--- config.mk ---
export PLATFORM = sky130hd
export DESIGN_NAME = rgb2luma_pipe_flat
export DESIGN_NICKNAME = d
export VERILOG_FILES = /design/src/rtl/rgb2luma_if.sv /design/src/rtl/rgb2luma_pipe.sv /design/src/flat_wrapper.sv
export SDC_FILE = /design/constraint.sdc
export NUM_CORES = 1
export LEC_CHECK = 0
export CAP_MARGIN = 20
export CORE_UTILIZATION = 60
export DETAILED_ROUTE_END_ITERATION = 12
export GPL_TIMING_DRIVEN = 0
export PLACE_DENSITY_LB_ADDON = 0.08
export RECOVER_POWER = 50
export SLEW_MARGIN = 20
export SYNTH_ARGS = -nofsm -noshare
export SYNTH_HDL_FRONTEND = slang
export SYNTH_SLANG_ARGS = --single-unit
--- constraint.sdc ---
create_clock -name clk -period 8.3 [get_ports clk]
set_input_delay 1.66 -clock clk [delete_from_list [all_inputs] [get_ports clk]]
set_output_delay 1.66 -clock clk [all_outputs]
set_load 0.01 [all_outputs]
--- src/rtl/rgb2luma_if.sv ---
// rgb2luma_if: pixel stream in / luma stream out bundle for rgb2luma_pipe.
interface rgb2luma_if #(parameter int DW = 8, parameter int PCW = 24);
  logic           i_en, i_hav, i_vav, i_mode;
  logic [DW-1:0]  i_r, i_g, i_b;
  logic [DW-1:0]  o_y;
  logic           o_hav, o_vav, o_fs, o_mode;
  logic [PCW-1:0] o_pix_cnt;
  modport master (output i_en, i_hav, i_vav, i_mode, i_r, i_g, i_b,
                  input o_y, o_hav, o_vav, o_fs, o_mode, o_pix_cnt);
  modport slave (input i_en, i_hav, i_vav, i_mode, i_r, i_g, i_b,
                 output o_y, o_hav, o_vav, o_fs, o_mode, o_pix_cnt);
endinterface

--- src/rtl/rgb2luma_pipe.sv ---
// rgb2luma_pipe: 3-stage RGB to luma (BT.601/BT.709) with frame-start and active-pixel count.
// Define RGB2LUMA_ROUND_EN to round half-up in the final shift instead of truncating.
module rgb2luma_pipe #(
  parameter int DW  = 8,
  parameter int PCW = 24
) (
  input logic clk,
  input logic rst,
  rgb2luma_if.slave bus
);
  localparam int PW = DW + 8;
`ifdef RGB2LUMA_ROUND_EN
  localparam logic [PW-1:0] RND = PW'(128);
`else
  localparam logic [PW-1:0] RND = '0;
`endif
  logic [DW-1:0]  r_s1_r, r_s1_g, r_s1_b, r_y;
  logic           r_s1_hav, r_s1_vav, r_s1_mode, r_mode;
  logic [PW-1:0]  r_p_r, r_p_g, r_p_b;
  logic           r_s2_hav, r_s2_vav, r_hav, r_vav, r_fs;
  logic [PCW-1:0] r_cnt, w_cnt;
  logic           w_act, w_vrise, w_mode, w_fs, w_px;
  logic [7:0]     w_cr, w_cg, w_cb;
  logic [DW-1:0]  w_y;
  always_comb begin
    w_act   = bus.i_hav & bus.i_vav;
    w_vrise = bus.i_vav & ~r_s1_vav;
    // the first pixel of a new frame already uses the freshly loaded mode
    w_mode  = w_vrise ? bus.i_mode : r_mode;
    w_cr    = r_s1_mode ? 8'd54  : 8'd77;
    w_cg    = r_s1_mode ? 8'd183 : 8'd150;
    w_cb    = r_s1_mode ? 8'd19  : 8'd29;
    w_y     = DW'((r_p_r + r_p_g + r_p_b + RND) >> 8);
    w_fs    = r_s2_vav & ~r_vav;
    w_px    = r_s2_hav & r_s2_vav;
    w_cnt   = w_fs ? PCW'(w_px) : (w_px && r_cnt != '1) ? r_cnt + PCW'(1) : r_cnt;
  end
  always_ff @(posedge clk) begin
    if (rst) begin
      r_s1_r    <= '0;
      r_s1_g    <= '0;
      r_s1_b    <= '0;
      r_s1_hav  <= 1'b0;
      r_s1_vav  <= 1'b0;
      r_s1_mode <= 1'b0;
      r_mode    <= 1'b0;
      r_p_r     <= '0;
      r_p_g     <= '0;
      r_p_b     <= '0;
      r_s2_hav  <= 1'b0;
      r_s2_vav  <= 1'b0;
      r_y       <= '0;
      r_hav     <= 1'b0;
      r_vav     <= 1'b0;
      r_fs      <= 1'b0;
      r_cnt     <= '0;
    end else if (bus.i_en) begin
      r_s1_r    <= w_act ? bus.i_r : '0;
      r_s1_g    <= w_act ? bus.i_g : '0;
      r_s1_b    <= w_act ? bus.i_b : '0;
      r_s1_hav  <= bus.i_hav;
      r_s1_vav  <= bus.i_vav;
      r_s1_mode <= w_mode;
      r_mode    <= w_mode;
      r_p_r     <= PW'(r_s1_r) * PW'(w_cr);
      r_p_g     <= PW'(r_s1_g) * PW'(w_cg);
      r_p_b     <= PW'(r_s1_b) * PW'(w_cb);
      r_s2_hav  <= r_s1_hav;
      r_s2_vav  <= r_s1_vav;
      r_y       <= w_y;
      r_hav     <= r_s2_hav;
      r_vav     <= r_s2_vav;
      r_fs      <= w_fs;
      r_cnt     <= w_cnt;
    end
  end
  assign bus.o_y       = r_y;
  assign bus.o_hav     = r_hav;
  assign bus.o_vav     = r_vav;
  assign bus.o_fs      = r_fs & bus.i_en;
  assign bus.o_pix_cnt = r_cnt;
  assign bus.o_mode    = r_mode;
endmodule

--- src/flat_wrapper.sv ---
// flat-port wrapper written by rule: the top's interface ports become plain ports
module rgb2luma_pipe_flat 
#(
  parameter int DW  = 8,
  parameter int PCW = 24
)
  (clk, rst, bus_i_en, bus_i_hav, bus_i_vav, bus_i_mode, bus_i_r, bus_i_g, bus_i_b, bus_o_y, bus_o_hav, bus_o_vav, bus_o_fs, bus_o_mode, bus_o_pix_cnt);
  rgb2luma_if #(.DW(DW), .PCW(PCW)) bus_i ();
  input logic clk;
  input logic rst;
  input wire logic [$bits(bus_i.i_en)-1:0] bus_i_en;
  input wire logic [$bits(bus_i.i_hav)-1:0] bus_i_hav;
  input wire logic [$bits(bus_i.i_vav)-1:0] bus_i_vav;
  input wire logic [$bits(bus_i.i_mode)-1:0] bus_i_mode;
  input wire logic [$bits(bus_i.i_r)-1:0] bus_i_r;
  input wire logic [$bits(bus_i.i_g)-1:0] bus_i_g;
  input wire logic [$bits(bus_i.i_b)-1:0] bus_i_b;
  output wire logic [$bits(bus_i.o_y)-1:0] bus_o_y;
  output wire logic [$bits(bus_i.o_hav)-1:0] bus_o_hav;
  output wire logic [$bits(bus_i.o_vav)-1:0] bus_o_vav;
  output wire logic [$bits(bus_i.o_fs)-1:0] bus_o_fs;
  output wire logic [$bits(bus_i.o_mode)-1:0] bus_o_mode;
  output wire logic [$bits(bus_i.o_pix_cnt)-1:0] bus_o_pix_cnt;
  assign bus_i.i_en = bus_i_en;
  assign bus_i.i_hav = bus_i_hav;
  assign bus_i.i_vav = bus_i_vav;
  assign bus_i.i_mode = bus_i_mode;
  assign bus_i.i_r = bus_i_r;
  assign bus_i.i_g = bus_i_g;
  assign bus_i.i_b = bus_i_b;
  assign bus_o_y = bus_i.o_y;
  assign bus_o_hav = bus_i.o_hav;
  assign bus_o_vav = bus_i.o_vav;
  assign bus_o_fs = bus_i.o_fs;
  assign bus_o_mode = bus_i.o_mode;
  assign bus_o_pix_cnt = bus_i.o_pix_cnt;
  rgb2luma_pipe #(.DW(DW), .PCW(PCW)) u_core (.clk(clk), .rst(rst), .bus(bus_i));
endmodule
==> impl_metrics.xml <==
<?xml version="1.0" encoding="UTF-8"?>
<metrics>
  <group name="synthesis">
    <metric name="synth-warning-count" unit="">0</metric>
    <metric name="synth.distinct_cells" unit="">59</metric>
    <metric name="ys_async_sr_fraction" unit="">0</metric>
    <metric name="synth.top_cells.by_count" unit="">125 x sky130_fd_sc_hd__ha_1, 120 x sky130_fd_sc_hd__inv_1, 119 x sky130_fd_sc_hd__nor2_1</metric>
    <metric name="post-synth-top-count-cell" unit="">sky130_fd_sc_hd__ha_1</metric>
    <metric name="mappedNetlistArea" unit="sq um">9230</metric>
    <metric name="synth-compound-area-share" unit="">0.116</metric>
    <metric name="yosysTopAreaCell" unit="">sky130_fd_sc_hd__dfxtp_1</metric>
    <metric name="yosys_register_bits" unit="">110</metric>
    <metric name="synthCells" unit="">1011</metric>
    <metric name="synth_area_leaders" unit="">sky130_fd_sc_hd__dfxtp_1 24%, sky130_fd_sc_hd__ha_1 17%, sky130_fd_sc_hd__fa_1 16%</metric>
    <metric name="synth-edff-count" unit="">0</metric>
    <metric name="synth_top_family_by_area" unit="">adder cells</metric>
    <metric name="synth_area_per_cell" unit="sq um">9.13</metric>
    <metric name="synth_simple_gate_area_share" unit="">0.164</metric>
    <metric name="synth_top_cell_area_share" unit="">0.239</metric>
    <metric name="synthXorXnorAreaFrac" unit="">0.0474</metric>
    <metric name="synth.mux.area_fraction" unit="">0.0348</metric>
    <metric name="synth_fa_ha_area_frac" unit="">0.332</metric>
    <metric name="synth_sequential_area_ratio" unit="">0.239</metric>
    <metric name="synth-main-ff-cell" unit="">sky130_fd_sc_hd__dfxtp_1</metric>
  </group>
  <group name="clock_tree">
    <metric name="path_clk_slew" unit="ps">80</metric>
    <metric name="tritoncts_clock_tree" unit="">done</metric>
    <metric name="h-tree-depth" unit="">3</metric>
    <metric name="postCtsSetupBuffers" unit="">0</metric>
    <metric name="clock-root-buffer" unit="">sky130_fd_sc_hd__clkbuf_16</metric>
    <metric name="latest_clock_arrival_within_the_worst_skew_pair" unit="ps">370</metric>
    <metric name="ctsHoldBuffers" unit="">0</metric>
    <metric name="clock_sink_count" unit="">110</metric>
    <metric name="cts_made_buffers" unit="">9</metric>
    <metric name="cts_resized" unit="">0</metric>
    <metric name="clock_tree.buffer_depth" unit="">2</metric>
  </group>
  <group name="critical_path">
    <metric name="kind_of_start_point_of_the_critical_path" unit="">primary input</metric>
    <metric name="critical_path_peak_fanout" unit="">10</metric>
    <metric name="slowest_stage_delay_cp" unit="ps">540</metric>
    <metric name="crit_slowest_cell" unit="">sky130_fd_sc_hd__clkbuf_1</metric>
    <metric name="critical_path.top_delay_family" unit="">buffers and inverters</metric>
    <metric name="cp.required" unit="ps">6640</metric>
    <metric name="critical_path_arrival" unit="ps">3870</metric>
    <metric name="timing_worst_setup_path_type" unit="">in2out</metric>
    <metric name="crit_chain" unit="">clkbuf_1 &gt; clkbuf_1 &gt; clkbuf_1 &gt; and2_1 &gt; clkdlybuf4s50_1</metric>
    <metric name="crit_path_frequent_cell" unit="">sky130_fd_sc_hd__clkbuf_1</metric>
    <metric name="timing.reg2reg.setup_slack" unit="ps">2830</metric>
    <metric name="cp.buffers_inverters" unit="">4</metric>
    <metric name="critPathCaptureType" unit="">output port</metric>
  </group>
  <group name="finish">
    <metric name="fin_nets" unit="">1318</metric>
    <metric name="drive_above_1_share" unit="">0.0403</metric>
    <metric name="finish.instance_area" unit="sq um">10400</metric>
    <metric name="syn2layout_area_growth" unit="%">12.8</metric>
    <metric name="fill_cells" unit="">1237</metric>
  </group>
  <group name="route">
    <metric name="per_cell_via_count_in_the_routed_design" unit="">5.70</metric>
    <metric name="post-route-drc-count" unit="">0</metric>
    <metric name="drt.antenna.violating_nets" unit="">0</metric>
    <metric name="number_of_iterations_in_the_first_detailed_routing_pass" unit="">5</metric>
    <metric name="num_vias" unit="">7287</metric>
    <metric name="wl_per_cell" unit="um">16.7</metric>
    <metric name="totalWireLength" unit="um">21400</metric>
    <metric name="initial_drc_count" unit="">418</metric>
  </group>
  <group name="sta">
    <metric name="clock-skew-final" unit="ps">12.7</metric>
    <metric name="slew_violations" unit="">0</metric>
    <metric name="peak_clock_frequency_supported_by_timing" unit="GHz">0.181</metric>
    <metric name="relSlewSlack" unit="">0.383</metric>
    <metric name="fin_hold_ws" unit="ps">450</metric>
    <metric name="setup_viol" unit="">0</metric>
    <metric name="setup-tns-final" unit="ps">0</metric>
    <metric name="finalCritPeriodShare" unit="">0.666</metric>
    <metric name="timing_hold_violations_final" unit="">0</metric>
    <metric name="timing_worst_slew_pin_value" unit="ps">917</metric>
    <metric name="period_minus_slack" unit="ps">5530</metric>
    <metric name="rsz0062_at_grt" unit="">no</metric>
  </group>
  <group name="grt">
    <metric name="vias_in_the_first_global_route" unit="">7277</metric>
    <metric name="largest_net_degree_at_the_start_of_global_routing" unit="">23</metric>
    <metric name="grt_antenna_before_repair" unit="">0</metric>
    <metric name="grt_overflow_total" unit="">0</metric>
    <metric name="grt_first_pass_wirelength" unit="um">36200</metric>
    <metric name="grtUsageTotal" unit="">0.290</metric>
  </group>
  <group name="floorplanning">
    <metric name="std_cell_rows" unit="">44</metric>
    <metric name="die_height" unit="um">126</metric>
    <metric name="floorplan.die_area" unit="sq um">15900</metric>
    <metric name="initial_utilization" unit="">0.626</metric>
    <metric name="floorplan.core_area" unit="sq um">14800</metric>
    <metric name="io-pin-count" unit="">66</metric>
    <metric name="die_width" unit="um">126</metric>
  </group>
  <group name="placement">
    <metric name="portBuffers" unit="">64</metric>
    <metric name="hpwl" unit="um">17000</metric>
    <metric name="place_area" unit="sq um">10100</metric>
    <metric name="gp_congestion" unit="">0.877</metric>
  </group>
  <group name="worst_hold_path">
    <metric name="holdCritPathClass" unit="">reg2reg</metric>
  </group>
  <group name="pwr">
    <metric name="power.density_cell_area" unit="nW/um^2">115</metric>
    <metric name="leakagePower" unit="nW">5.32</metric>
    <metric name="largest_vdd_supply_drop" unit="mV">0.161</metric>
  </group>
  <group name="status">
    <metric name="status" unit="">finished, final reports clean</metric>
  </group>
  <group name="flow_run">
    <metric name="max_cap_violations" unit="">0</metric>
  </group>
</metrics>
## stage by stage
| stage | std cells | util | setup WS [ps] | power (W) |
|---|---|---|---|---|
| floorplan | 1013 | - | 3850 | 0.000683 |
| global placement | 1261 | 0.685 | 2800 | 0.000742 |
| detailed placement | 1261 | 0.685 | 2830 | 0.000747 |
| CTS | 1277 | 0.706 | 2810 | 0.00120 |
| global route | 1277 | 0.705 | 2480 | 0.00125 |
| finish | 1278 | 0.706 | 2770 | 0.00120 |
## final timing paths
kind / depth (start not counted) / to / startpoint
worst min-delay path: 2 / u_core.bus.o_y[5]$_SDFFE_PP0P_ / u_core.bus.o_y[5]$_SDFFE_PP0P_
worst max register to register: 18 / u_core.r_p_g[14]$_SDFFE_PP0P_ / u_core.bus.o_mode$_SDFFE_PP0P_
worst max-delay path: 5 / bus_o_fs / bus_i_en
worst min register to register: 2 / u_core.bus.o_y[5]$_SDFFE_PP0P_ / u_core.bus.o_y[5]$_SDFFE_PP0P_
## state kept, by name, summed over array words and instances (netlist names), 8 cells and up
name                  cells
u_core.r_p_r             16
u_core.r_p_b             14
u_core.r_s1_b             8
u_core.r_s1_g             8
u_core.r_s1_r             8
u_core.bus.o_pix_cnt     24
u_core.r_p_g             16
u_core.bus.o_y            8
## where the power goes
part	internal, W	switching, W	total, W
registers	0.000541	0.0000138	0.000554
logic	0.0000740	0.000107	0.000181
clock network	0.000219	0.000241	0.000460
total	0.000833	0.000362	0.00120
## layer usage
metal,track usage,up-vias,wire length (um)
met5,0,-,0
met4,0.113,0,704
met3,0.0455,41,968
met2,0.485,207,10100
met1,0.378,3465,9640
li1,-,3574,-
## layout make-up
class	count	area (sq um)	area share
clock inverters	7	82.6	0.00793
plain buffers	39	158	0.0151
flip-flops and latches	110	2200	0.212
clock buffers	9	225	0.0216
inverters	121	454	0.0436
well taps	184	230	0.0221
multi-input cells	743	6410	0.616
diodes	1	2.50	0.000240
repair buffers	64	641	0.0615
## kinds of logic (layout without fill, tap and decap cells)
logic type / count (synthesis) / in the layout
simple gates: 300 / 300
fa+ha+maj: 200 / 200
buf+inv: 160 / 240
compound gates: 157 / 157
flops: 110 / 110
xor+xnor: 50 / 50
mux: 32 / 32
other cells: 2 / 5
## worst min-delay path, delay by kind of cell (launching register included)
kind / cells / cell delay (ps)
AOI/OAI and AO/OA: 1 / 50
DFF: 1 / 330
and+or+nand+nor: 1 / 40
## cell usage in the layout (no fill, tap or decap), drive strengths merged, types with 20 or more instances in the layout
master / count
clkdlybuf4s50: 28
dfxtp: 110
a22oi: 24
fa: 75
nand2: 30
mux2i: 31
o21ai: 25
ha: 125
a21o: 20
nand3: 25
dlygate4sd3: 36
nor3: 22
nor2: 119
xnor2: 34
clkbuf: 40
and2: 25
a21oi: 34
inv: 126
Power figures use the tool's default switching activity.
